## src/rtl/regfile_dump_reader.sv

```systemverilog
// Debug readout engine: walks the register file through a spare read port and
// streams (address, data) beats over valid/ready while summing accepted data.
module regfile_dump_reader #(
  parameter int NUM_REGS = 32,
  parameter int ADDR_W   = 5,
  parameter int DATA_W   = 32
) (
  input  logic              clk,
  input  logic              clear,
  input  logic              start,
  input  logic              abort,
  output logic [ADDR_W-1:0] rf_rd_add,
  input  logic [DATA_W-1:0] rf_rd_data,
  output logic              dump_valid,
  input  logic              dump_ready,
  output logic [ADDR_W-1:0] dump_add,
  output logic [DATA_W-1:0] dump_data,
  output logic              dump_last,
  output logic              busy,
  output logic              done,
  output logic [DATA_W-1:0] checksum
);

  typedef enum logic [1:0] {IDLE, FETCH, SEND, DONE} state_t;

  localparam logic [ADDR_W-1:0] LAST_IDX = ADDR_W'(NUM_REGS - 1);

  state_t            state;
  state_t            state_next;
  logic [ADDR_W-1:0] idx;

  always_ff @(posedge clk or posedge clear) begin
    if (clear) state <= IDLE;
    else       state <= state_next;
  end

  // abort overrides everything, including a handshake and the done pulse
  always_comb begin
    state_next = state;
    rf_rd_add  = '0;
    dump_valid = 1'b0;
    busy       = 1'b0;
    done       = 1'b0;
    case (state)
      IDLE: begin
        if (start && !abort) state_next = FETCH;
      end
      FETCH: begin
        rf_rd_add  = idx;
        busy       = 1'b1;
        state_next = abort ? IDLE : SEND;
      end
      SEND: begin
        dump_valid = 1'b1;
        busy       = 1'b1;
        if (abort)           state_next = IDLE;
        else if (dump_ready) state_next = dump_last ? DONE : FETCH;
      end
      DONE: begin
        done       = !abort;
        state_next = IDLE;
      end
      default: state_next = IDLE;
    endcase
  end

  // beat registers hold their last values in IDLE; checksum persists until next start
  always_ff @(posedge clk or posedge clear) begin
    if (clear) begin
      idx       <= '0;
      dump_add  <= '0;
      dump_data <= '0;
      dump_last <= 1'b0;
      checksum  <= '0;
    end else begin
      case (state)
        IDLE: begin
          if (start && !abort) begin
            checksum <= '0;
            idx      <= '0;
          end
        end
        FETCH: begin
          if (!abort) begin
            dump_data <= rf_rd_data;
            dump_add  <= idx;
            dump_last <= (idx == LAST_IDX);
          end
        end
        SEND: begin
          if (!abort && dump_ready) begin
            checksum <= checksum + dump_data;
            if (!dump_last) idx <= idx + 1'b1;
          end
        end
        default: ;
      endcase
    end
  end

endmodule

```

## config.mk

```make
export PLATFORM = sky130hd
export DESIGN_NAME = regfile_dump_reader
export DESIGN_NICKNAME = d
export VERILOG_FILES = /design/src/rtl/regfile_dump_reader.sv
export SDC_FILE = /design/constraint.sdc
export NUM_CORES = 1
export LEC_CHECK = 0
export CELL_PAD_IN_SITES_DETAIL_PLACEMENT = 1
export CELL_PAD_IN_SITES_GLOBAL_PLACEMENT = 1
export CORE_UTILIZATION = 34
export CTS_CLUSTER_DIAMETER = 40
export DETAILED_ROUTE_END_ITERATION = 10
export PLACE_DENSITY_LB_ADDON = 0.1
export SYNTH_ARGS = -nofsm -noshare
export SYNTH_HDL_FRONTEND = slang
export SYNTH_SLANG_ARGS = --single-unit
```

## constraint.sdc

```tcl
create_clock -name clk -period 2.5 [get_ports clk]
set_input_delay 0.5 -clock clk [delete_from_list [all_inputs] [get_ports clk]]
set_output_delay 0.5 -clock clk [all_outputs]
set_load 0.05 [all_outputs]
```

Word level (Yosys, flattened, before mapping)

Cells that the tools add are included.

Add/sub/neg operators: 2
Eq/ne operators: 8
Mux-type cells: 17
Bitwise gates (word level): 1
Reductions and logical operators: 10

Operators with widths:

| kind                                                                  | count |
|---|---|
| 32-bit two-way mux                                                    | 2 |
| 32-bit case mux with 2 select lines                                   | 1 |
| 32-bit adder                                                          | 1 |
| 5-bit two-way mux                                                     | 4 |
| 2-bit two-way mux                                                     | 5 |
| 5-bit case mux with 2 select lines                                    | 1 |
| 2-bit case mux with 4 select lines                                    | 1 |
| 2-bit != test, second input constant                                  | 3 |
| 5-bit by 1-bit adder with 5-bit output, second input constant         | 1 |
| 5-bit equality test, second input constant                            | 1 |
| 2-bit equality test, second input constant                            | 2 |
| 2-bit AND reduction                                                   | 2 |
| 4-bit AND reduction                                                   | 1 |
| 1-bit two-way mux                                                     | 3 |
| 3-bit != test, second input constant                                  | 1 |
| 3-bit AND reduction                                                   | 1 |
| 2-bit by 1-bit equality test with 1-bit output, second input constant | 1 |
| 1-bit logical AND                                                     | 2 |
| 2-bit logical NOT                                                     | 1 |
| 2-bit nonzero test                                                    | 1 |
| 2-bit OR reduction                                                    | 1 |
| 1-bit logical NOT                                                     | 1 |
| 1-bit inverter                                                        | 1 |

Bits in registers: 77
Input bits: 37
Output and inout port bits: 78
Word-level logic and storage cells: 44

Depth between registers and ports, before layout

Gate-level depths: netlist of the first run.

Depth in word-level cells: 4
Mapped depth: 11

Least setup slack after synthesis of the first run

Ideal clock, no wire load.

Kind: register to register
Start: register checksum[0]
End: register checksum[28]
Arrival time: 2.745 ns
Required time: 2.405 ns
Slack: -0.340 ns
Stages on the path, launching flop included: 12
Cell sequence: dfrtp_1 > ha_1 > inv_1 > fa_1 > and2b_1 > o2111ai_1 > a21oi_2 > o211ai_1 > a21oi_1 > o211ai_1 > and3b_1 > o31ai_1

Word-level cells in the longest chain between the ends: 3

Ends and longest elaborated chain:

| element                             | RTL line | RTL |
|---|---|---|
| from (decl)                         | 21       | `output logic [DATA_W-1:0] checksum` |
| from (signal assigned)              | 92       | `checksum <= checksum + dump_data;` |
| 32-bit adder                        | 92       |  |
| 32-bit two-way mux                  | 91       | `if (!abort && dump_ready) begin` |
| 32-bit case mux with 2 select lines | 76       | `case (state)` |

Every way passes these cells. The select of a mux whose other input is x is not followed.
A chain may end at the register's enable or synchronous reset.

Worst setup path after layout of the first run

Start: register checksum[0]
End: register checksum[26]

Same word-level chain as after synthesis.

==> metrics.md, run 1 <==
| Metric | Value |
|---|---|
| Simple-Gate Fraction of Synth Area | 0.117 |
| Antenna Nets Post-Route | 0 |
| Pin slew with the least headroom to its limit | 563 ps |
| Post-synthesis sequential element count | 77 |
| CTS tree | yes |
| Relative slew slack | 0.623 |
| Area fraction in compound gates after synthesis | 0.192 |
| Number of cell rows | 42 |
| Placer Congestion | 0.858 |
| Vias in the first global route | 4349 |
| Area contributors post-synth | sky130_fd_sc_hd__dfrtp_1, sky130_fd_sc_hd__ha_1, sky130_fd_sc_hd__mux2_2, sky130_fd_sc_hd__nand2_1, sky130_fd_sc_hd__o21ai_0 |
| Clock net sink count | 77 |
| Adder-Cell Fraction of Synth Area | 0.104 |
| RSZ-0062 raised after global routing | true |
| Number of design-rule violations left by the first detailed-router iteration | 88 |
| Synth Instances | 461 |
| Register-to-register setup slack | 20 ps |
| Register clock-pin slew on the reported worst setup and hold paths | 60 ps |
| First-pass iteration count of the detailed router | 4 |
| Diode count | 0 |
| Layout cells sized above 1 | 0.234 |
| Warning count from the yosys run | 0 |
| Area Growth Syn to Fin | 44.9% |
| Post-Route Skew | 8.53 ps |
| GR Overflow Total | 0 |
| Final core utilization | 0.506 |
| Xor/xnor share of the synthesized area | 0.0511 |
| Number of distinct library cells after synthesis | 61 |
| Clock insertion delay at the later pin of the skew report | 350 ps |
| Fmax | 404 MHz |
| Final HPWL from detailed placement | 9590 um |
| Initial core utilization | 0.349 |
| GRT Total Usage | 0.198 |
| Initial antenna violation count | 0 |
| Synth area leader | sky130_fd_sc_hd__dfrtp_1 |
| Final setup vio count | 0 |
| Pin count of the biggest net entering global routing | 78 |
| Routed wirelength normalized by instance count | 17.0 um |
| Overall die area | 0.0141 sq mm |
| Endpoint class of the critical path | flop |
| Post-synth top flop | sky130_fd_sc_hd__dfrtp_1 |
| Proportion of synthesized flip-flops having asynchronous set or reset | 1.00 |
| Worst hold path class | flop to flop |
| Maximum fanout count along the critical path | 4 |
| Fraction of the cycle the final worst path needs | 0.991 |
| Final min period | 2480 ps |
| Hold violation count in the final report | 0 |
| Leading cell types in the layout, fill and taps excluded | sky130_fd_sc_hd__clkdlybuf4s50_1, sky130_fd_sc_hd__dfrtp_1, sky130_fd_sc_hd__nand2_1 |
| Multiplexer share of the synthesized area | 0.0920 |
| Final count of pins violating max slew | 0 |
| Area of the placeable core | 0.0132 sq mm |
| Number of top-level design ports | 115 |
| Most common cell after layout, fill and taps aside | sky130_fd_sc_hd__clkdlybuf4s50_1 |
| Number of vias in the routed layout | 4053 |
| Start-to-end type of the worst setup path | flop to flop |
| Data arrival time at the worst-slack endpoint | 2750 ps |
| Final WL | 13400 um |
| # Max-Cap Violations | 0 |
| Startpoint of the most critical setup path | checksum[0] |
| FF-to-FF Start | checksum[0] |
| # hold bufs at CTS | 0 |
| Outcome | finished, final reports clean |
| Global-route wire length before repair | 22100 um |
| Maximum clock path buffer count | 2 |
| Routed vias/inst | 5.14 |
| FF-to-FF End | checksum[26] |
| Total clock buffers created by CTS | 9 |
| Dominant combinational cell family by area after synthesis | compound AO/OA/AOI/OAI gates |
| Synthesized area per cell | 10.0 sq um |
| Net count reported at finish | 683 |
| Horizontal die dimension | 119 um |
| Capture point of the worst path | checksum[26] |
| Quantity of I/O buffers inserted on ports | 114 |
| Total standard cell area after synthesis | 0.00462 sq mm |
| Synthesized netlist net count | 536 |
| DRC viols | 0 |
| Share of the yosys chip area belonging to registers | 0.417 |
| Die outline height | 119 um |
| Number of flops mapped to enable cells by yosys | 0 |
| Clk root buf | sky130_fd_sc_hd__clkbuf_16 |
| Cell count of the worst reg-to-reg path | 12 |
| Data required, critical path | 2770 ps |
| Htree depth | 3 |
| Top-area cell type share of the netlist area | 0.417 |
| Startpoint type of the worst setup path | flop |
==> synth_stat cells, types with 2 or more instances <==
library cell,instances
sky130_fd_sc_hd__nor2b_1,7
sky130_fd_sc_hd__nor3_1,4
sky130_fd_sc_hd__o221ai_1,2
sky130_fd_sc_hd__a21o_1,15
sky130_fd_sc_hd__nand3_1,4
sky130_fd_sc_hd__a21oi_1,25
sky130_fd_sc_hd__a31oi_1,4
sky130_fd_sc_hd__a221o_1,2
sky130_fd_sc_hd__a211oi_1,2
sky130_fd_sc_hd__mux2_2,36
sky130_fd_sc_hd__and3_1,3
sky130_fd_sc_hd__o21a_1,3
sky130_fd_sc_hd__o41ai_1,2
sky130_fd_sc_hd__o31ai_1,5
sky130_fd_sc_hd__nand2b_1,3
sky130_fd_sc_hd__ha_1,37
sky130_fd_sc_hd__nand2_1,60
sky130_fd_sc_hd__dfrtp_1,77
sky130_fd_sc_hd__o21ai_0,41
sky130_fd_sc_hd__a21oi_2,2
sky130_fd_sc_hd__clkbuf_1,16
sky130_fd_sc_hd__xnor2_1,14
sky130_fd_sc_hd__a21boi_0,2
sky130_fd_sc_hd__nor2_1,15
sky130_fd_sc_hd__and2_1,8
sky130_fd_sc_hd__nand4_1,6
sky130_fd_sc_hd__mux2i_1,2
sky130_fd_sc_hd__or3_1,3
sky130_fd_sc_hd__o21ai_1,2
sky130_fd_sc_hd__inv_1,14
sky130_fd_sc_hd__o211ai_1,3
sky130_fd_sc_hd__xor2_1,13
==> kinds of logic after synthesis <==
group / Yosys count
AOI/OAI and AO/OA: 132
xor gates and xnor gates: 27
adders and majority gates: 38
buffers and inverters: 32
DFF: 77
muxes: 38
and+or+nand+nor: 117
==> what timing repair did <==
action | CTS | global route
pin swaps | 4 | 14
setup buffers | 5 | 7
endpoints found under the setup margin | 6 | 12
gates resized for setup | 4 | 30
endpoints found under the hold margin | 0 | 0
==> metrics by stage <==
stage / instances / hold WS [ps] / TNS (ps) / instance area [sq um] / setup WS, ps
2_1_floorplan: 461 / 468 / -55.9 / 4660 / -55.9
3_3_place_gp: 762 / 483 / 0 / 6200 / 50.3
3_5_place_dp: 762 / 495 / -92.3 / 6200 / -83.9
6_report: 788 / 506 / 0 / 6700 / 23.4
5_1_grt: 788 / 530 / -497 / 6700 / -158
4_1_cts: 782 / 511 / -37.7 / 6500 / -27.3
==> flip-flops by register name, indices dropped and copies added (netlist names) <==
name and count:
dump_last 1, dump_data 32, checksum 32, idx 5, dump_add 5, state 2
==> metal layers <==
metal,global-route usage,share of wire
met2,0.330,0.49
met4,0.0759,0.017
met3,0.0425,0.044
met1,0.248,0.45
met5,0,0
==> area by class of cell <==
cell class              instances  area, sq um
inverters                      15         60.1
multi-input cells             352         2760
repair buffers                153         1460
fillers                      1466         6540
clock buffers                  13          250
clock inverters                 2         10.0
flip-flops and latches         77         1940
well taps                     176          220
==> worst max-delay path, stage by stage (launching register included) <==
cell,delay [ps]
sky130_fd_sc_hd__dfrtp_2,390
sky130_fd_sc_hd__ha_4,140
sky130_fd_sc_hd__inv_2,30
sky130_fd_sc_hd__fa_2,320
sky130_fd_sc_hd__and2b_1,230
sky130_fd_sc_hd__o2111ai_2,130
sky130_fd_sc_hd__a21oi_2,200
sky130_fd_sc_hd__o211ai_1,160
sky130_fd_sc_hd__a21oi_2,270
sky130_fd_sc_hd__buf_4,160
sky130_fd_sc_hd__a31oi_4,90
sky130_fd_sc_hd__xor2_1,160
sky130_fd_sc_hd__o21ai_1,120
==> worst min path at each step <==
stage                        endpoint  slack (ps)         from  depth (start not counted)
after global routing      dump_add[1]         530  dump_add[1]                          1
after detailed placement  checksum[2]         500  checksum[2]                          2
after global placement    checksum[2]         480  checksum[2]                          2
after floorplan                idx[3]         470       idx[3]                          1
final                     dump_add[2]         510  dump_add[2]                          1
after CTS                 dump_add[0]         510  dump_add[0]                          1
Power of run 1 is left out: the tool's default activity adds up to more than one toggle a clock period on the data nets, which glitch-free logic cannot reach.
==> run 2: changes to the inputs <==
--- a/config.mk
+++ b/config.mk
@@ -10,7 +10,9 @@
 export CORE_UTILIZATION = 34
 export CTS_CLUSTER_DIAMETER = 40
 export DETAILED_ROUTE_END_ITERATION = 10
+export GPL_TIMING_DRIVEN = 0
 export PLACE_DENSITY_LB_ADDON = 0.1
+export RECOVER_POWER = 100
 export SYNTH_ARGS = -nofsm -noshare
 export SYNTH_HDL_FRONTEND = slang
 export SYNTH_SLANG_ARGS = --single-unit
==> metrics.md, run 2 (same netlist as run 1, synthesis figures left out) <==
| Metric | Value |
|---|---|
| Placer Congestion | 0.841 (-1.9%) |
| Start-to-end type of the worst setup path | flop to flop |
| Net count reported at finish | 671 (-1.8%) |
| Startpoint of the most critical setup path | dump_data[23] |
| Htree depth | 3 (unchanged) |
| Fmax | 394 MHz (-2.4%) |
| Cell count of the worst reg-to-reg path | 9 (-3) |
| RSZ-0062 raised after global routing | true |
| Most common cell after layout, fill and taps aside | sky130_fd_sc_hd__dlygate4sd3_1 |
| Initial core utilization | 0.349 (unchanged) |
| Overall die area | 0.0141 sq mm (unchanged) |
| First-pass iteration count of the detailed router | 4 (unchanged) |
| Number of top-level design ports | 115 (unchanged) |
| Largest registers | checksum: 32 flops, dump_data: 32 flops |
| Met3 Wirelength | 541 um (-8.5%) |
| Cell area after placement | 0.00606 sq mm (-2.1%) |
| DRT met1 WL | 6000 um (-0.88%) |
| Violated checks | setup timing |
| FF-to-FF End | checksum[30] |
| Number of vias in the routed layout | 3985 (-1.7%) |
| Routed vias/inst | 5.13 (-0.29%) |
| Maximum fanout count along the critical path | 6 (+2) |
| Clk root buf | sky130_fd_sc_hd__clkbuf_16 |
| Clock insertion delay at the later pin of the skew report | 350 ps (about the same) |
| Final setup vio count | 1 (+1) |
| Endpoint class of the critical path | flop |
| Total clock buffers created by CTS | 9 (unchanged) |
| # Max-Cap Violations | 0 (unchanged) |
| Worst hold path class | flop to flop |
| Hold violation count in the final report | 0 (unchanged) |
| Uppermost metal layer occupied by signal nets | met4 |
| Global-route wire length before repair | 22100 um (unchanged) |
| Data arrival time at the worst-slack endpoint | 2770 ps (+20 ps) |
| Data required, critical path | 2730 ps (-40 ps) |
| Register-to-register setup slack | -40 ps (-60 ps) |
| Leading cell types in the layout, fill and taps excluded | sky130_fd_sc_hd__dlygate4sd3_1, sky130_fd_sc_hd__dfrtp_1, sky130_fd_sc_hd__nand2_1 |
| Initial antenna violation count | 0 (unchanged) |
| Relative slew slack | 0.353 (-0.270) |
| Horizontal die dimension | 119 um (unchanged) |
| GR Overflow Total | 0 (unchanged) |
| Number of cell rows | 42 (unchanged) |
| Setup slack of the critical path after layout | -38.7 ps (-62.1 ps) |
| Clock net sink count | 77 (unchanged) |
| Final min period | 2540 ps (+62.1 ps) |
| Hold Worst Slack | 501 ps (-5.05 ps) |
| Final WL | 13500 um (+0.66%) |
| Antenna Nets Post-Route | 0 (unchanged) |
| DRC viols | 0 (unchanged) |
| FF-to-FF Start | dump_data[23] |
| Pin count of the biggest net entering global routing | 39 (-50%) |
| Layout cells sized above 1 | 0.210 (-0.0240) |
| Pin slew with the least headroom to its limit | 970 ps (+407 ps) |
| Startpoint type of the worst setup path | flop |
| Worst Setup Slack post-DPL | -250 ps (-166 ps) |
| CTS tree | yes |
| Final total negative setup slack | -38.7 ps (-38.7 ps) |
| Outcome | complete, but fails checks |
| Final count of pins violating max slew | 0 (unchanged) |
| Capture point of the worst path | checksum[30] |
| DR WL met2 | 6840 um (+4.8%) |
| Diode count | 0 (unchanged) |
| Vias in the first global route | 4304 (-1.0%) |
| GRT Total Usage | 0.199 (+0.00191) |
| Fraction of the cycle the final worst path needs | 1.02 (+0.0248) |
| Final HPWL from detailed placement | 9900 um (+3.3%) |
| Die outline height | 119 um (unchanged) |
| Area Growth Syn to Fin | 43.6% |
| Register clock-pin slew on the reported worst setup and hold paths | 60 ps (about the same) |
| Area of the placeable core | 0.0132 sq mm (unchanged) |
| Post-Route Skew | 5.53 ps (-3.01 ps) |
| Routed wirelength normalized by instance count | 17.3 um (+2.1%) |
| Post-route design area | 0.00664 sq mm (-0.88%) |
| Maximum clock path buffer count | 2 (unchanged) |
| Quantity of I/O buffers inserted on ports | 114 (unchanged) |
| Number of design-rule violations left by the first detailed-router iteration | 77 (-13%) |
## run 2: cell count changes in the layout (fill, tap and decap cells not counted), moves of 4 or more
cell                              previous run  this run
sky130_fd_sc_hd__clkbuf_1                    3         9
sky130_fd_sc_hd__dlygate4sd3_1               0        72
sky130_fd_sc_hd__dlygate4sd2_1               0         4
sky130_fd_sc_hd__buf_4                      43        10
sky130_fd_sc_hd__clkbuf_2                    0         8
sky130_fd_sc_hd__clkdlybuf4s50_1           106        35
## run 2: worst min path at each step
stage                     depth (start not counted)             to  slack (ps)        start
after floorplan                                   1         idx[3]         470       idx[3]
after global placement                            2    checksum[2]         490  checksum[2]
after detailed placement                          1    dump_add[4]         500  dump_add[4]
after CTS                                         2  dump_data[15]         430        clear
after global routing                              1    dump_add[4]         530  dump_add[4]
final                                             1    dump_add[4]         500  dump_add[4]
## run 2: metal layers
layer	vias up	global-route usage
met5	-	0
met4	0	0.0427
met3	7	0.0608
met1	1959	0.243
li1	1938	-
met2	81	0.345
## run 2: worst max-delay path: stages (launching register included)
cell and delay, ps:
sky130_fd_sc_hd__dfrtp_2 410, sky130_fd_sc_hd__ha_1 380, sky130_fd_sc_hd__a21o_1 260, sky130_fd_sc_hd__a21o_1 200
sky130_fd_sc_hd__a21o_1 210, sky130_fd_sc_hd__a31o_1 240, sky130_fd_sc_hd__a221o_1 340, sky130_fd_sc_hd__a41oi_2 180
sky130_fd_sc_hd__xnor2_1 140, sky130_fd_sc_hd__o21ai_1 70
## run 2: layout make-up
| cell class | count | area (sq um) |
|---|---|---|
| inverters | 15 | 58.8 |
| well taps | 176 | 220 |
| repair buffers | 128 | 1230 |
| flip-flops and latches | 77 | 1940 |
| clock inverters | 4 | 95.1 |
| multi-input cells | 352 | 2790 |
| plain buffers | 13 | 57.6 |
| fillers | 1479 | 6600 |
| clock buffers | 12 | 246 |
## run 2: timing repair
item / 4_1_cts / 5_1_grt
endpoints found under the setup margin: 40 / 50
resized for setup: 29 / 42
setup buffers: 9 / 4
pin swaps: 6 / 15
hold buffers: 0 / 0
## run 2: metrics by stage
step,util,instances
after floorplan,-,461
final,0.502,777
after detailed placement,0.458,753
after CTS,0.493,777
after global placement,0.455,751
after global routing,0.502,777
Power of run 2 is left out for the same reason.
==> run 3: changes to the inputs <==
--- a/config.mk
+++ b/config.mk
@@ -5,9 +5,9 @@
 export SDC_FILE = /design/constraint.sdc
 export NUM_CORES = 1
 export LEC_CHECK = 0
-export CELL_PAD_IN_SITES_DETAIL_PLACEMENT = 1
-export CELL_PAD_IN_SITES_GLOBAL_PLACEMENT = 1
-export CORE_UTILIZATION = 34
+export CELL_PAD_IN_SITES_DETAIL_PLACEMENT = 0
+export CELL_PAD_IN_SITES_GLOBAL_PLACEMENT = 2
+export CORE_UTILIZATION = 28
 export CTS_CLUSTER_DIAMETER = 40
 export DETAILED_ROUTE_END_ITERATION = 10
 export GPL_TIMING_DRIVEN = 0
==> metrics.md, run 3 (same netlist as run 1, synthesis figures left out) <==
| Metric | Value |
|---|---|
| Worst Setup Slack post-DPL | -233 ps (+16.2 ps) |
| Antenna Nets Post-Route | 0 (unchanged) |
| Maximum clock path buffer count | 2 (unchanged) |
| Area of the placeable core | 0.0160 sq mm (+21%) |
| Setup slack of the critical path after layout | -34.2 ps (+4.55 ps) |
| Non-filler cells in the finished layout | 818 (+5.3%) |
| Final HPWL from detailed placement | 9670 um (-2.4%) |
| Endpoint class of the critical path | flop |
| Diode count | 0 (unchanged) |
| Relative slew slack | 0.333 (-0.0206) |
| Vias in the first global route | 3985 (-7.4%) |
| Register-to-register setup slack | -30 ps (about the same) |
| Leading cell types in the layout, fill and taps excluded | sky130_fd_sc_hd__dlygate4sd3_1, sky130_fd_sc_hd__dfrtp_1, sky130_fd_sc_hd__nand2_1 |
| # Max-Cap Violations | 0 (unchanged) |
| Net count reported at finish | 672 (+0.15%) |
| First-pass iteration count of the detailed router | 4 (unchanged) |
| Final core utilization | 0.418 (-0.0837) |
| Number of vias in the routed layout | 3959 (-0.65%) |
| Quantity of I/O buffers inserted on ports | 114 (unchanged) |
| DRC viols | 0 (unchanged) |
| Register clock-pin slew on the reported worst setup and hold paths | 60 ps (about the same) |
| Most common cell after layout, fill and taps aside | sky130_fd_sc_hd__dlygate4sd3_1 |
| Clk root buf | sky130_fd_sc_hd__clkbuf_16 |
| Number of design-rule violations left by the first detailed-router iteration | 125 (+62%) |
| GRT Total Usage | 0.159 (-0.0404) |
| Largest registers | checksum: 32 flops, dump_data: 32 flops |
| Final setup vio count | 3 (+2) |
| Placed instance count | 793 (+5.3%) |
| Post-Route Skew | 7.26 ps (+1.74 ps) |
| Pin count of the biggest net entering global routing | 39 (unchanged) |
| FF-to-FF End | checksum[28] |
| Final count of pins violating max slew | 0 (unchanged) |
| Layout cells sized above 1 | 0.216 (+0.00630) |
| Cell count of the worst reg-to-reg path | 12 (+3) |
| Initial antenna violation count | 0 (unchanged) |
| Initial core utilization | 0.289 (-0.0602) |
| Worst hold path class | flop to flop |
| Hold violation count in the final report | 0 (unchanged) |
| GR Overflow Total | 0 (unchanged) |
| Die outline height | 131 um (+10%) |
| Startpoint type of the worst setup path | flop |
| Routed wirelength normalized by instance count | 15.7 um (-9.5%) |
| FF-to-FF Start | checksum[0] |
| Data arrival time at the worst-slack endpoint | 2780 ps (about the same) |
| Global-route wire length before repair | 20600 um (-6.8%) |
| Final WL | 12800 um (-4.7%) |
| Clock insertion delay at the later pin of the skew report | 340 ps (about the same) |
| Data required, critical path | 2750 ps (+20 ps) |
| Area Growth Syn to Fin | 44.6% |
| # hold bufs at CTS | 0 (unchanged) |
| Clock net sink count | 77 (unchanged) |
| Final min period | 2530 ps (-4.55 ps) |
| Final-layout fill cell count | 1624 (+9.8%) |
| Violated checks | setup timing |
| Maximum fanout count along the critical path | 4 (-2) |
| Placer Congestion | 0.808 (-4.0%) |
| Overall die area | 0.0170 sq mm (+21%) |
| WHS Endpoint | checksum[29] |
| Start-to-end type of the worst setup path | flop to flop |
| Pin slew with the least headroom to its limit | 1000 ps (+30.9 ps) |
| Number of cell rows | 46 (+9.5%) |
| Total clock buffers created by CTS | 9 (unchanged) |
| Fraction of the cycle the final worst path needs | 1.01 (-0.00182) |
| RSZ-0062 raised after global routing | true |
| Horizontal die dimension | 131 um (+10%) |
| CTS tree | yes |
| Startpoint of the worst hold path | checksum[29] |
| Number of top-level design ports | 115 (unchanged) |
| Routed vias/inst | 4.84 (-5.6%) |
| Htree depth | 3 (unchanged) |
| Hold path cells | 2 (+1) |
| Outcome | complete, but fails checks |
| Fmax | 395 MHz (+0.18%) |
[run 3: cell types whose count changed in the layout (fill, tap and decap cells not counted), sizes merged]
cell           delta
clkdlybuf4s15     -1
clkinv            +2
clkbuf            -2
dlygate4sd3       -1
buf               +2
clkdlybuf4s50     +2
dlygate4sd2       +1
bufinv            -2
[run 3: metal layers]
metal | vias up | track usage | wire (um)
li1 | 1952 | - | -
met1 | 1888 | 0.210 | 6080
met2 | 99 | 0.250 | 5890
met3 | 20 | 0.0309 | 553
met4 | 0 | 0.0744 | 310
met5 | - | 0 | 0
[run 3: worst max-delay path by stage]
| stage | cells after the start | slack (ps) | end | start |
|---|---|---|---|---|
| 6_report | 12 | -30 | checksum[28] | checksum[0] |
| 4_1_cts | 12 | -140 | checksum[30] | dump_data[0] |
| 5_1_grt | 12 | -160 | checksum[28] | checksum[0] |
| 2_1_floorplan | 11 | -60 | checksum[28] | checksum[0] |
| 3_5_place_dp | 11 | -230 | checksum[28] | checksum[0] |
| 3_3_place_gp | 11 | -230 | checksum[28] | checksum[0] |
[run 3: layout make-up]
class / count / area [sq um] / share of cell area
tap: 216 / 270 / 0.0404
sequential: 77 / 1940 / 0.291
buffer: 12 / 53.8 / 0.00805
clock inverter: 4 / 45.0 / 0.00674
multi-input combinational: 352 / 2800 / 0.418
clock buffer: 12 / 267 / 0.0399
timing repair buffer: 130 / 1250 / 0.187
inverter: 15 / 58.8 / 0.00880
[run 3: metrics by stage]
stage	area (sq um)	TNS [ps]	hold slack, ps
after global routing	6690	-2120	524
final	6690	-73.7	499
after detailed placement	6110	-4950	502
after global placement	6070	-5130	491
after floorplan	4660	-55.9	468
after CTS	6540	-655	434
[run 3: worst max-delay path, cell delays in order, from the launching register on]
cell and delay (ps):
sky130_fd_sc_hd__dfrtp_2 380, sky130_fd_sc_hd__ha_4 150, sky130_fd_sc_hd__inv_2 30, sky130_fd_sc_hd__fa_2 320, sky130_fd_sc_hd__and2b_1 230, sky130_fd_sc_hd__o2111ai_2 150, sky130_fd_sc_hd__a21oi_4 220, sky130_fd_sc_hd__o211ai_1 100
sky130_fd_sc_hd__buf_4 160, sky130_fd_sc_hd__a21oi_4 180, sky130_fd_sc_hd__o211ai_1 120, sky130_fd_sc_hd__and3b_1 200, sky130_fd_sc_hd__o31ai_1 180
[run 3: repair_timing]
item / 4_1_cts / 5_1_grt
hold endpoints to repair: 0 / 0
setup buffers: 6 / 8
pin swaps: 9 / 17
endpoints found under the setup margin: 40 / 37
resized for setup: 23 / 39
Power of run 3 is left out for the same reason.
